<file path="config.mk">
export PLATFORM = sky130hd
export DESIGN_NAME = dmem_arbiter
export DESIGN_NICKNAME = d
export VERILOG_FILES = /design/src/rtl/dmem_arb_pkg.sv /design/src/rtl/dmem_arbiter_rr_arb2.sv /design/src/rtl/dmem_arbiter.sv
export SDC_FILE = /design/constraint.sdc
export NUM_CORES = 1
export LEC_CHECK = 0
export ABC_AREA = 0
export CELL_PAD_IN_SITES_DETAIL_PLACEMENT = 2
export CELL_PAD_IN_SITES_GLOBAL_PLACEMENT = 2
export CORE_MARGIN = 1.5
export CORE_UTILIZATION = 10
export DETAILED_ROUTE_END_ITERATION = 8
export GPL_TIMING_DRIVEN = 0
export MAX_ROUTING_LAYER = met4
export PLACE_DENSITY = 0.91
export SLEW_MARGIN = 20
export SYNTH_ARGS = -nofsm -noshare
export SYNTH_HDL_FRONTEND = slang
export SYNTH_SLANG_ARGS = --single-unit
</file>
<file path="constraint.sdc">
create_clock -name clk -period 5 [get_ports clk]
set_input_delay 1.5 -clock clk [delete_from_list [all_inputs] [get_ports clk]]
set_output_delay 1.5 -clock clk [all_outputs]
set_load 0.1 [all_outputs]
</file>
<file path="src/rtl/dmem_arb_pkg.sv">
// Shared definitions for the data-memory arbiter and the data memory:
// FSM state encoding, requester port ids and load/store size codes.
package dmem_arb_pkg;

  typedef enum logic {
    ARB  = 1'b0,
    LOCK = 1'b1
  } arb_state_t;

  // Requester ids; also the bit positions inside 2-bit req/gnt vectors.
  localparam logic PORT_C = 1'b0;
  localparam logic PORT_D = 1'b1;

  // funct3 size/sign codes understood by the data memory.
  localparam logic [2:0] LB  = 3'b000;
  localparam logic [2:0] LH  = 3'b001;
  localparam logic [2:0] LW  = 3'b010;
  localparam logic [2:0] LBU = 3'b100;
  localparam logic [2:0] LHU = 3'b101;
  localparam logic [2:0] SB  = 3'b000;
  localparam logic [2:0] SH  = 3'b001;
  localparam logic [2:0] SW  = 3'b010;

endpackage

</file>
<file path="src/rtl/dmem_arbiter_rr_arb2.sv">
// Two-input round-robin picker: a lone requester always wins; on a
// conflict the port that did not win last time is chosen.
module rr_arb2
  import dmem_arb_pkg::*;
(
  input  logic [1:0] i_req,
  input  logic       i_last,
  output logic [1:0] o_gnt
);

  assign o_gnt[PORT_C] = i_req[PORT_C] & (~i_req[PORT_D] | (i_last == PORT_D));
  assign o_gnt[PORT_D] = i_req[PORT_D] & (~i_req[PORT_C] | (i_last == PORT_C));

endmodule

</file>
<file path="src/rtl/dmem_arbiter.sv">
// Data-memory arbiter between the core load/store path (C) and a debug /
// loader master (D). Round-robin grant, bounded debug lock, read-return
// tagging. Optional build macro DMEM_ARB_STATS_EN adds conflict_cnt.
module dmem_arbiter
  import dmem_arb_pkg::*;
#(
  parameter int AW       = 32,
  parameter int DW       = 32,
  parameter int MAX_LOCK = 16
) (
  input  logic          clk,
  input  logic          reset,
  input  logic          core_req,
  input  logic          core_we,
  input  logic [AW-1:0] core_addr,
  input  logic [DW-1:0] core_wdata,
  input  logic [2:0]    core_funct3,
  output logic          core_gnt,
  output logic          core_stall,
  output logic          core_rvalid,
  output logic [DW-1:0] core_rdata,
  input  logic          dbg_req,
  input  logic          dbg_we,
  input  logic [AW-1:0] dbg_addr,
  input  logic [DW-1:0] dbg_wdata,
  input  logic [2:0]    dbg_funct3,
  input  logic          dbg_lock,
  output logic          dbg_gnt,
  output logic          dbg_rvalid,
  output logic [DW-1:0] dbg_rdata,
  output logic          mem_en,
  output logic          mem_we,
  output logic [AW-1:0] mem_addr,
  output logic [DW-1:0] mem_wdata,
  output logic [2:0]    mem_funct3,
  input  logic [DW-1:0] mem_rdata,
  output logic          lock_broken
`ifdef DMEM_ARB_STATS_EN
  ,
  output logic [15:0]   conflict_cnt
`endif
);

  arb_state_t r_state, w_state_nxt;
  logic       r_last_grant, w_last_nxt;
  logic [7:0] r_lock_cnt, w_lock_cnt_nxt;
  logic       r_lock_armed, w_lock_armed_nxt;
  logic       r_lock_broken, w_break;
  logic       r_rd_tag_valid, r_rd_tag;
  logic [1:0] w_req, w_pick;
  logic       w_core_gnt, w_dbg_gnt;

  // Under lock the core is simply hidden from the picker.
  assign w_req = {dbg_req, core_req & (r_state == ARB)};

  rr_arb2 u_rr (
    .i_req  (w_req),
    .i_last (r_last_grant),
    .o_gnt  (w_pick)
  );

  assign w_core_gnt = w_pick[PORT_C] & ~reset;
  assign w_dbg_gnt  = w_pick[PORT_D] & ~reset;
  assign core_gnt   = w_core_gnt;
  assign dbg_gnt    = w_dbg_gnt;
  assign core_stall = core_req & ~w_core_gnt;
  assign mem_en     = w_core_gnt | w_dbg_gnt;

  // Next-state logic for the ARB/LOCK FSM, lock counter and round-robin history.
  always_comb begin
    // NOTE: every signal gets a default first so no path leaves it unassigned (no latch).
    w_state_nxt      = r_state;
    w_last_nxt       = r_last_grant;
    w_lock_cnt_nxt   = r_lock_cnt;
    w_lock_armed_nxt = r_lock_armed | ~dbg_lock;
    w_break          = 1'b0;
    case (r_state)
      ARB: begin
        w_lock_cnt_nxt = '0;
        if (w_core_gnt) w_last_nxt = PORT_C;
        if (w_dbg_gnt)  w_last_nxt = PORT_D;
        if (w_dbg_gnt && dbg_lock && r_lock_armed) begin
          w_state_nxt    = LOCK;
          w_lock_cnt_nxt = 8'd1;
        end
      end
      LOCK: begin
        // Leaving LOCK always hands the next conflict to the core.
        w_last_nxt     = PORT_D;
        w_lock_cnt_nxt = (r_lock_cnt == 8'hFF) ? r_lock_cnt : r_lock_cnt + 8'd1;
        if (!dbg_lock) begin
          w_state_nxt = ARB;
        end else if (r_lock_cnt == 8'(MAX_LOCK)) begin
          w_state_nxt      = ARB;
          w_break          = 1'b1;
          w_lock_armed_nxt = 1'b0;
        end
      end
      default: w_state_nxt = ARB;
    endcase
  end

  // State registers; last_grant resets to D so the core wins the first conflict.
  always_ff @(posedge clk or posedge reset) begin
    if (reset) begin
      // NOTE: sequential state uses non-blocking assignments so all registers update together.
      r_state        <= ARB;
      r_last_grant   <= PORT_D;
      r_lock_cnt     <= '0;
      r_lock_armed   <= 1'b1;
      r_lock_broken  <= 1'b0;
      r_rd_tag_valid <= 1'b0;
      r_rd_tag       <= PORT_C;
    end else begin
      r_state        <= w_state_nxt;
      r_last_grant   <= w_last_nxt;
      r_lock_cnt     <= w_lock_cnt_nxt;
      r_lock_armed   <= w_lock_armed_nxt;
      r_lock_broken  <= w_break;
      r_rd_tag_valid <= (w_core_gnt & ~core_we) | (w_dbg_gnt & ~dbg_we);
      r_rd_tag       <= w_dbg_gnt ? PORT_D : PORT_C;
    end
  end

  assign lock_broken = r_lock_broken;

  // Memory request mux from the granted port; idle bus drives zeros.
  always_comb begin
    mem_we     = 1'b0;
    mem_addr   = '0;
    mem_wdata  = '0;
    mem_funct3 = '0;
    if (w_core_gnt) begin
      mem_we     = core_we;
      mem_addr   = core_addr;
      mem_wdata  = core_wdata;
      mem_funct3 = core_funct3;
    end else if (w_dbg_gnt) begin
      mem_we     = dbg_we;
      mem_addr   = dbg_addr;
      mem_wdata  = dbg_wdata;
      mem_funct3 = dbg_funct3;
    end
  end

  assign core_rvalid = r_rd_tag_valid & (r_rd_tag == PORT_C);
  assign dbg_rvalid  = r_rd_tag_valid & (r_rd_tag == PORT_D);
  assign core_rdata  = core_rvalid ? mem_rdata : '0;
  assign dbg_rdata   = dbg_rvalid  ? mem_rdata : '0;

`ifdef DMEM_ARB_STATS_EN
  logic [15:0] r_conflict_cnt;

  // Saturating count of cycles the core waited for the memory.
  always_ff @(posedge clk or posedge reset) begin
    if (reset)                                   r_conflict_cnt <= '0;
    else if (core_stall && r_conflict_cnt != '1) r_conflict_cnt <= r_conflict_cnt + 16'd1;
  end

  assign conflict_cnt = r_conflict_cnt;
`endif

endmodule

</file>
==> impl_metrics.ini, run 1 <==
[floorplanning]
die_y_um = 140
start_util_pct = 10.2
rows = 50
coreArea_um2 = 18600
fp.dieW_um = 140
io_pins = 312
die_area_um2 = 19700

[synthesis]
synth-xor-area-share_pct = 0
syn-num-nets = 409
synth-simple-area-share_pct = 33.1
netlist_area_um2 = 1890
synth-compound-area-share_pct = 38.6
synth-main-ff-cell = dfrtp_1
synth_area_leader_cell = a22o_1
yosysMostFrequentCell = a22o_1
synth_top_family_by_area = compound AO/OA/AOI/OAI gates
yosysSeqAreaShare_pct = 18.7
ys_ff_latch = 14
async_reset_ff_share_pct = 100
syn_inst = 234
syn_area_per_cell_um2 = 8.07
synth_top_area_share_pct = 31.5
ys_warn_count = 0
synth_edf_count = 0
netlist_top_cells_count = a22o_1 (68), and2_1 (36), and3_1 (35)
synth_mux_area_share_pct = 0.530
synth_area_leaders = a22o_1 (32%), dfrtp_1 (16%), and2_1 (12%)
synth_fa_ha_area_share_pct = 1.33
synth_cell_types = 39

[power_and_ir_drop]
power.density_nw_per_um2 = 228
p_leak_nw = 2.30
irDropWorstVdd_mv = 0.0919
p_total_mw = 1.18

[clocking]
clk_latency_ns = 0.25
cts_htree_levels = 1
cts_buffers = 3
clkSlewWorstSetupHoldPaths_ns = 0.04
root_buffer = clkbuf_16
clockBufferDepth = 2
hold_buffers = 0
cts_tree = yes
clock-sinks = 14

[detailed_routing]
wl_per_cell_um = 17.7
wl_um = 13800
drc = 0
vias = 3312
first_iter_violations = 93
via_per_inst = 4.23
drt-pass1-iter-count = 4
final_antenna_net_count = 0

[timing]
setup_viol = 0
hold_viol_final = 0
clock_skew_ns = 0.00436
holdWs_ns = 0.518
rsz0062_at_grt = no
finalCritPeriodShare_pct = 98.8
max_clock_freq_mhz = 202
slew_headroom_pct = 31.7
slew_viol_final = 0
worst_slack_ns = 0.0578
period_minus_slack_ns = 4.94
tightest_slew_ns = 1.02

[grt]
grt_pass1_wl_um = 20000
grt_util_all_layers_pct = 13.5
overflow = 0
grt_pass1_vias = 3533
antenna_found_initial = 0
grt_max_degree = 15

[worst_hold_path]
holdPathEnd = r_lock_armed
hold_class = reg2reg
whs_path_depth = 2
hold_path.startpoint = r_lock_armed

[setup_path]
critPathLaunchType = primary input
worstSetupPathType = in2out
timing.rr.end = r_lock_cnt[3]
reg2reg_depth = 4
rrSetupSlack_ns = 3.44
arrival_ns = 3.44
critical_path_required_ns = 3.50
reg2reg_from = r_lock_cnt[0]
crit_fanout = 4
cp-end-kind = output port

[run]
cap_violations = 0

[cells_and_area]
drive_above_1_share_pct = 17.1
syn_to_final_growth_pct = 175
n_antenna_cell = 0
nets = 725
design_area_um2 = 5190

[placed_design]
hpwlAfterDp_um = 12300
numPortBuffers = 311
place_area_um2 = 5290
routabilityCongestion = 0.788
dp_slack_ns = -0.926

[outcome]
outcome = completed
[cell families (layout without fill, tap and decap cells)]
family,after synthesis,after routing
buffers and inverters,30,345
adders and majority gates,2,2
muxes,1,1
DFF,14,14
and+or+nand+nor,100,100
AOI/OAI and AO/OA,87,87
[critical path: stages]
cell             delay (ns)
clkdlybuf4s50_1        0.46
nand2b_4               0.17
or3_4                  0.40
nand2_1                0.09
clkdlybuf4s15_1        0.83
[flip-flops by register name, indices dropped and copies added, names as in the netlist]
name and cells:
r_lock_cnt 8, lock_broken 1, r_last_grant 1, r_rd_tag 1, r_lock_armed 1, r_state 1, r_rd_tag_valid 1
[through the flow]
| stage | std cells | utilization, % | TNS (ns) |
|---|---|---|---|
| floorplan | 234 | - | 0 |
| global placement | 779 | 28.5 | -56.19 |
| detailed placement | 779 | 28.5 | -57.76 |
| CTS | 783 | 27.9 | 0 |
| global route | 783 | 28.0 | 0 |
| finish | 783 | 28.0 | 0 |
[cell usage in the layout (no fill, tap or decap), types with 2 or more instances in the layout]
| master | Yosys | routed |
|---|---|---|
| clkbuf_16 | 0 | 3 |
| nand2b_1 | 2 | 2 |
| clkbuf_4 | 0 | 5 |
| a31oi_1 | 3 | 3 |
| buf_4 | 0 | 52 |
| ha_1 | 2 | 2 |
| clkbuf_1 | 13 | 11 |
| dfrtp_1 | 12 | 12 |
| buf_6 | 3 | 6 |
| a22o_1 | 68 | 68 |
| inv_1 | 4 | 4 |
| nor2b_1 | 4 | 3 |
| o21ai_0 | 4 | 4 |
| o211ai_1 | 2 | 2 |
| nand2_1 | 5 | 5 |
| nand4_1 | 4 | 4 |
| and3_1 | 35 | 35 |
| nor2_1 | 3 | 3 |
| clkdlybuf4s50_1 | 0 | 239 |
| nand3_1 | 4 | 4 |
| and2_1 | 36 | 36 |
| clkbuf_2 | 0 | 3 |
| buf_2 | 8 | 17 |
| dfstp_2 | 2 | 2 |
[final cells by class]
cell class              instances  area [um2]
flip-flops and latches         14         353
plain buffers                  24         129
repair buffers                311        2930
fillers                      2151       13400
multi-input cells             190        1390
clock buffers                   4        78.8
well taps                     234         293
inverters                       6        23.8
[how the worst max path moves through the flow]
stage / start / endpoint / slack [ns]
3_5_place_dp: dbg_req / mem_wdata[30] / -0.93
5_1_grt: reset / mem_en / 0.0009
2_1_floorplan: reset / mem_addr[22] / 0.08
4_1_cts: reset / mem_wdata[4] / 0.002
6_report: reset / mem_en / 0.06
3_3_place_gp: dbg_req / mem_wdata[29] / -0.92
[repair_timing]
item,4_1_cts,5_1_grt
endpoints found under the hold margin,0,0
setup buffers,0,0
gates resized for setup,406,16
endpoints found under the setup margin,72,42
[layer usage]
metal / wire length, um / vias to the layer above / global-route usage, %
met5: 0 / - / -
met4: 98 / 0 / 1.83
met3: 897 / 10 / 1.74
met2: 7480 / 208 / 26.3
met1: 5350 / 1558 / 14.9
li1: - / 1536 / -
[where the power goes]
group / internal, mW / switching [mW]
clock: 0.108 / 0.0462
sequential: 0.120 / 0.00944
combinational: 0.266 / 0.636
total: 0.493 / 0.692
Power figures use the tool's default switching activity.
==> run 2, diff against run 1 <==
==> constraint.sdc (replaced) <==
create_clock -name clk -period 5.2 [get_ports clk]
set_input_delay 1.56 -clock clk [delete_from_list [all_inputs] [get_ports clk]]
set_output_delay 1.56 -clock clk [all_outputs]
set_load 0.1 [all_outputs]
==> run 2 against run 1 <==
Against the previous run:
- combinational power is 4.2% lower
- sequential power is 4% lower
- power is 4.1% lower
- global-route usage hardly changed
- final cell count stayed put
- clock-buffer cell count stayed put
- register-to-register slack better by 0.20 ns
- worst hold slack stayed put
- largest cell class unchanged
==> impl_metrics.ini, run 2 (same netlist as run 1, synthesis figures left out) <==
[outcome]
outcome = completed

[timing]
slew_headroom_pct = 31.5
setup_viol = 0
rsz0062_at_grt = no
worst_slack_ns = 0.0765
clock_skew_ns = 0.00436
hold_viol_final = 0
finalCritPeriodShare_pct = 98.5
period_minus_slack_ns = 5.12
max_clock_freq_mhz = 195
holdWs_ns = 0.518
slew_viol_final = 0
tightest_slew_ns = 1.02

[setup_path]
crit_fanout = 10
critPathLaunchType = primary input
worstSetupPathType = in2out
cp-end-kind = output port
critical_path_required_ns = 3.64
arrival_ns = 3.56

[clocking]
hold_buffers = 0
post_cts_buffers = 0
cts_buffers = 3
clockBufferDepth = 2
cts_tree = yes
clk_latency_ns = 0.25
root_buffer = clkbuf_16
clock-sinks = 14
clkSlewWorstSetupHoldPaths_ns = 0.04
cts_htree_levels = 1

[placed_design]
hpwlAfterDp_um = 12300
numPortBuffers = 311
dp_slack_ns = -0.846
place_area_um2 = 5290
routabilityCongestion = 0.788

[cells_and_area]
final_core_util_pct = 27.9
nets = 725
n_antenna_cell = 0
design_area_um2 = 5190
regMostFlops = r_lock_cnt
syn_to_final_growth_pct = 175
drive_above_1_share_pct = 16.8
nFillCells = 2151
largest_register_ffs = 8
layout_common_cells = clkdlybuf4s50_1 (239), a22o_1 (68), buf_4 (42), and2_1 (36), and3_1 (35)
final_common_cell = clkdlybuf4s50_1

[detailed_routing]
wl_um = 13900
via_per_inst = 4.23
drt-pass1-iter-count = 4
final_antenna_net_count = 0
vias = 3310
drc = 0
first_iter_violations = 92
wl_per_cell_um = 17.7

[grt]
grt_pass1_vias = 3537
grt_max_degree = 15
grt_pass1_wl_um = 20100
grt_util_all_layers_pct = 13.6
antenna_found_initial = 0
overflow = 0

[power_and_ir_drop]
p_total_mw = 1.14
p_leak_nw = 2.28
irDropWorstVdd_mv = 0.0881
power.density_nw_per_um2 = 219

[worst_hold_path]
hold_class = reg2reg

[floorplanning]
die_area_um2 = 19700
die_y_um = 140
rows = 50
fp.dieW_um = 140
start_util_pct = 10.2
coreArea_um2 = 18600
io_pins = 312

[run]
cap_violations = 0
[run 2: cell count changes in the layout (fill, tap and decap cells not counted), sizes merged]
cell and delta:
buf -12, clkbuf +7, clkdlybuf4s15 +2, clkdlybuf4s18 +2, dlygate4sd2 +1
[run 2: path summary, 6_finish.rpt]
check / from / end / slack [ns] / cells after the start
max: reset / mem_we / 0.08 / 7
min: r_lock_armed / r_lock_armed / 0.52 / 2
max reg2reg: r_lock_cnt[0] / r_lock_cnt[3] / 3.64 / 4
min reg2reg: r_lock_armed / r_lock_armed / 0.52 / 2
max in group asynchronous: reset / r_lock_armed / 3.07 / 2
min in group asynchronous: reset / r_lock_cnt[1] / 1.76 / 2
[run 2: metal layers]
metal | GRT usage [%] | share of wire, % | up-vias
met3 | 1.74 | 6.6 | 8
met1 | 14.9 | 39 | 1568
met4 | 1.83 | 0.65 | 0
met5 | - | 0 | -
li1 | - | - | 1535
met2 | 26.4 | 54 | 199
[run 2: metrics by stage]
| step | setup TNS, ns | instances |
|---|---|---|
| after floorplan | 0 | 234 |
| after global placement | -50.43 | 779 |
| after detailed placement | -52.00 | 779 |
| after CTS | 0 | 783 |
| after global routing | 0 | 783 |
| final | 0 | 783 |
[run 2: report_power, final]
group,switching (mW),total (mW),internal [mW]
Combinational,0.611,0.864,0.253
Clock,0.0445,0.148,0.104
Sequential,0.00912,0.124,0.115
[run 2: final cells by class]
cell class	instances	area, um2	area share, %
multi-input cells	190	1390	26.8
well taps	234	293	5.64
clock buffers	4	78.8	1.52
plain buffers	24	124	2.39
inverters	6	23.8	0.458
repair buffers	311	2930	56.4
flip-flops and latches	14	353	6.80
[run 2: critical path: stages]
cell	delay, ns
clkdlybuf4s50_1	0.46
nand2b_4	0.17
or3_4	0.40
clkinv_2	0.10
buf_6	0.16
a22o_1	0.15
clkdlybuf4s15_2	0.56
[run 2: timing repair]
action                     CTS  global route
hold endpoints to repair     0             0
resized for setup          376            24
setup endpoints to repair   72            66
pin swaps                    0             0
==> run 3, diff against run 2 <==
--- a/config.mk
+++ b/config.mk
@@ -5,7 +5,7 @@
 export SDC_FILE = /design/constraint.sdc
 export NUM_CORES = 1
 export LEC_CHECK = 0
-export ABC_AREA = 0
+export ABC_AREA = 1
 export CELL_PAD_IN_SITES_DETAIL_PLACEMENT = 2
 export CELL_PAD_IN_SITES_GLOBAL_PLACEMENT = 2
 export CORE_MARGIN = 1.5
@@ -13,7 +13,8 @@
 export DETAILED_ROUTE_END_ITERATION = 8
 export GPL_TIMING_DRIVEN = 0
 export MAX_ROUTING_LAYER = met4
-export PLACE_DENSITY = 0.91
+export PLACE_DENSITY = 0.95
+export SKIP_LAST_GASP = 1
 export SLEW_MARGIN = 20
 export SYNTH_ARGS = -nofsm -noshare
 export SYNTH_HDL_FRONTEND = slang
==> run 3 against run 2 <==
Against the previous run:
- synthesized area is 10% higher
- clock power grew 14%
- clock skew is 0.00056 ns higher
- largest power group unchanged
- critical endpoint is now mem_addr[8]
- largest cell class unchanged
- core utilization fell by 0.53 points
- highest routed layer unchanged
- critical path type unchanged
- sequential power about the same
==> impl_metrics.ini, run 3 <==
[timing]
rsz0062_at_grt = no
max_clock_freq_mhz = 198
finalCritPeriodShare_pct = 97.2
slew_headroom_pct = 32.3
clock_skew_ns = 0.00492
worst_slack_ns = 0.146
period_minus_slack_ns = 5.05
slew_viol_final = 0
tightest_slew_ns = 1.01
finalSetupTns_ns = 0
setup_viol = 0
hold_viol_final = 0

[grt]
grt_pass1_vias = 4345
overflow = 0
grt_pass1_wl_um = 23100
antenna_found_initial = 0
grt_max_degree = 15
grt_util_all_layers_pct = 13.9

[worst_hold_path]
hold_class = reg2reg
whs_path_depth = 2
holdPathEnd = r_last_grant
hold_path.startpoint = r_last_grant

[cells_and_area]
final_core_util_pct = 27.4
regMostFlops = r_lock_cnt
syn_to_final_growth_pct = 168
nets = 921
drive_above_1_share_pct = 14.0
largest_register_ffs = 8
design_area_um2 = 5580
layout_common_cells = nand2_1 (239), clkdlybuf4s50_1 (239), nor2_1 (70), inv_1 (52), clkdlybuf4s15_2 (49)
n_antenna_cell = 0

[detailed_routing]
drc = 0
wl_um = 15100
drt-pass1-iter-count = 4
via_per_inst = 3.80
first_iter_violations = 47
vias = 3853
wl_per_cell_um = 14.8
final_antenna_net_count = 0

[placed_design]
dp_slack_ns = -0.885
numPortBuffers = 311
routabilityCongestion = 0.759
hpwlAfterDp_um = 13200
place_area_um2 = 5530

[setup_path]
worstSetupPathType = in2out
cp_slowest_stage_delay_ns = 0.56
worstPathCellList = clkdlybuf4s50_1 -> inv_1 -> nor2_2 -> nand2_2 -> inv_2 -> buf_2 -> nand2_1 -> nand2_1 -> clkdlybuf4s15_2
critical_path.slowest_cell = clkdlybuf4s15_2
timing.rr.end = r_lock_cnt[0]
reg2reg_depth = 6
rrSetupSlack_ns = 3.61
arrival_ns = 3.49
cp_common_cell = nand2_1
cp-end-kind = output port
critical_path_required_ns = 3.64
critPathLaunchType = primary input
crit_fanout = 10
crit_start = dbg_req
reg2reg_from = r_lock_cnt[0]

[synthesis]
synth_fa_ha_area_share_pct = 1.20
ys_ff_latch = 14
synth_top_area_share_pct = 43.1
synth-simple-area-share_pct = 62.3
netlist_area_um2 = 2080
synth_top_family_by_area = simple AND/OR/NAND/NOR gates
yosysMostFrequentCell = nand2_1
netlist_top_cells_count = nand2_1 (239), nor2_1 (70), inv_1 (53)
synth_area_leaders = nand2_1 (43%), dfrtp_1 (14%), nor2_1 (13%)
synth-main-ff-cell = dfrtp_1
async_reset_ff_share_pct = 100
synth_mux_area_share_pct = 0
syn-num-nets = 604
synth_edf_count = 0
yosysSeqAreaShare_pct = 16.9
synth-xor-area-share_pct = 0
ys_warn_count = 0
syn_area_per_cell_um2 = 4.86
synth_area_leader_cell = nand2_1
syn_inst = 429
synth-compound-area-share_pct = 2.04
synth_cell_types = 25

[floorplanning]
fp.dieW_um = 147
start_util_pct = 10.2
die_area_um2 = 21700
die_y_um = 147
rows = 52
io_pins = 312
coreArea_um2 = 20400

[clocking]
clk_latency_ns = 0.25
root_buffer = clkbuf_16
clkSlewWorstSetupHoldPaths_ns = 0.05
cts_buffers = 3
clockBufferDepth = 2
clock-sinks = 14
cts_tree = yes
cts_htree_levels = 1

[outcome]
outcome = completed

[power_and_ir_drop]
irDropWorstVdd_mv = 0.0802
power.density_nw_per_um2 = 217
p_leak_nw = 2.72

[run]
cap_violations = 0
run 3: changes by cell type after synthesis, sizes merged, moves of 7 or more:
cell    change
and2       -36
nor2       +69
and3       -35
inv        +50
nand2     +236
clkbuf      -7
a22o       -68
nand3      +10
run 3: report_power, final:
group | switching, mW | internal, mW | leakage, nW
logic | 0.677 | 0.244 | 2.49
registers | 0.00621 | 0.116 | 0.186
clock network | 0.0520 | 0.117 | 0.0442
total | 0.735 | 0.478 | 2.72
run 3: how the worst max path moves through the flow:
stage | to | slack [ns] | depth (start not counted)
after global routing | mem_wdata[22] | 0.0003 | 9
after floorplan | core_stall | 0.1 | 5
final | mem_addr[8] | 0.15 | 9
after CTS | mem_addr[27] | 0.004 | 9
after detailed placement | mem_addr[25] | -0.89 | 8
after global placement | mem_funct3[0] | -0.82 | 8
run 3: per-layer routing:
layer	routed length [um]	share of wire [%]	GRT usage, %
met1	5680	38	14.2
met4	131	0.87	2.10
met3	1140	7.6	2.76
met2	8100	54	27.5
met5	0	0	-
run 3: cell families (layout without fill, tap and decap cells):
kind of cell,Yosys count,in the layout
adder cells (fa/ha/maj),2,2
AND/OR/NAND/NOR,332,332
buffers and inverters,76,392
AO/OA/AOI/OAI,5,5
flip-flops,14,14
run 3: what timing repair did:
item	4_1_cts	5_1_grt
buffers inserted	1	0
hold buffers	0	0
resized for setup	220	39
setup endpoints to repair	72	20
run 3: worst max-delay path: cells and delay by family:
family        cells  cell delay [ns]
simple gates      4             0.42
buf+inv           5             1.50
run 3: cell type report:
cell class	count	area [um2]
fill	2438	14800
timing repair buffer	312	3070
multi-input combinational	339	1370
sequential	14	353
tap	270	338
inverter	55	213
buffer	21	156
clock buffer	4	88.8
run 3: per-stage QoR:
stage	std cells	hold WS [ns]	total power [mW]
6_report	1015	0.530	1.21
5_1_grt	1015	0.558	1.26
4_1_cts	1015	0.536	1.24
3_5_place_dp	1010	0.525	1.08
3_3_place_gp	1010	0.507	1.07
2_1_floorplan	429	0.496	0.756
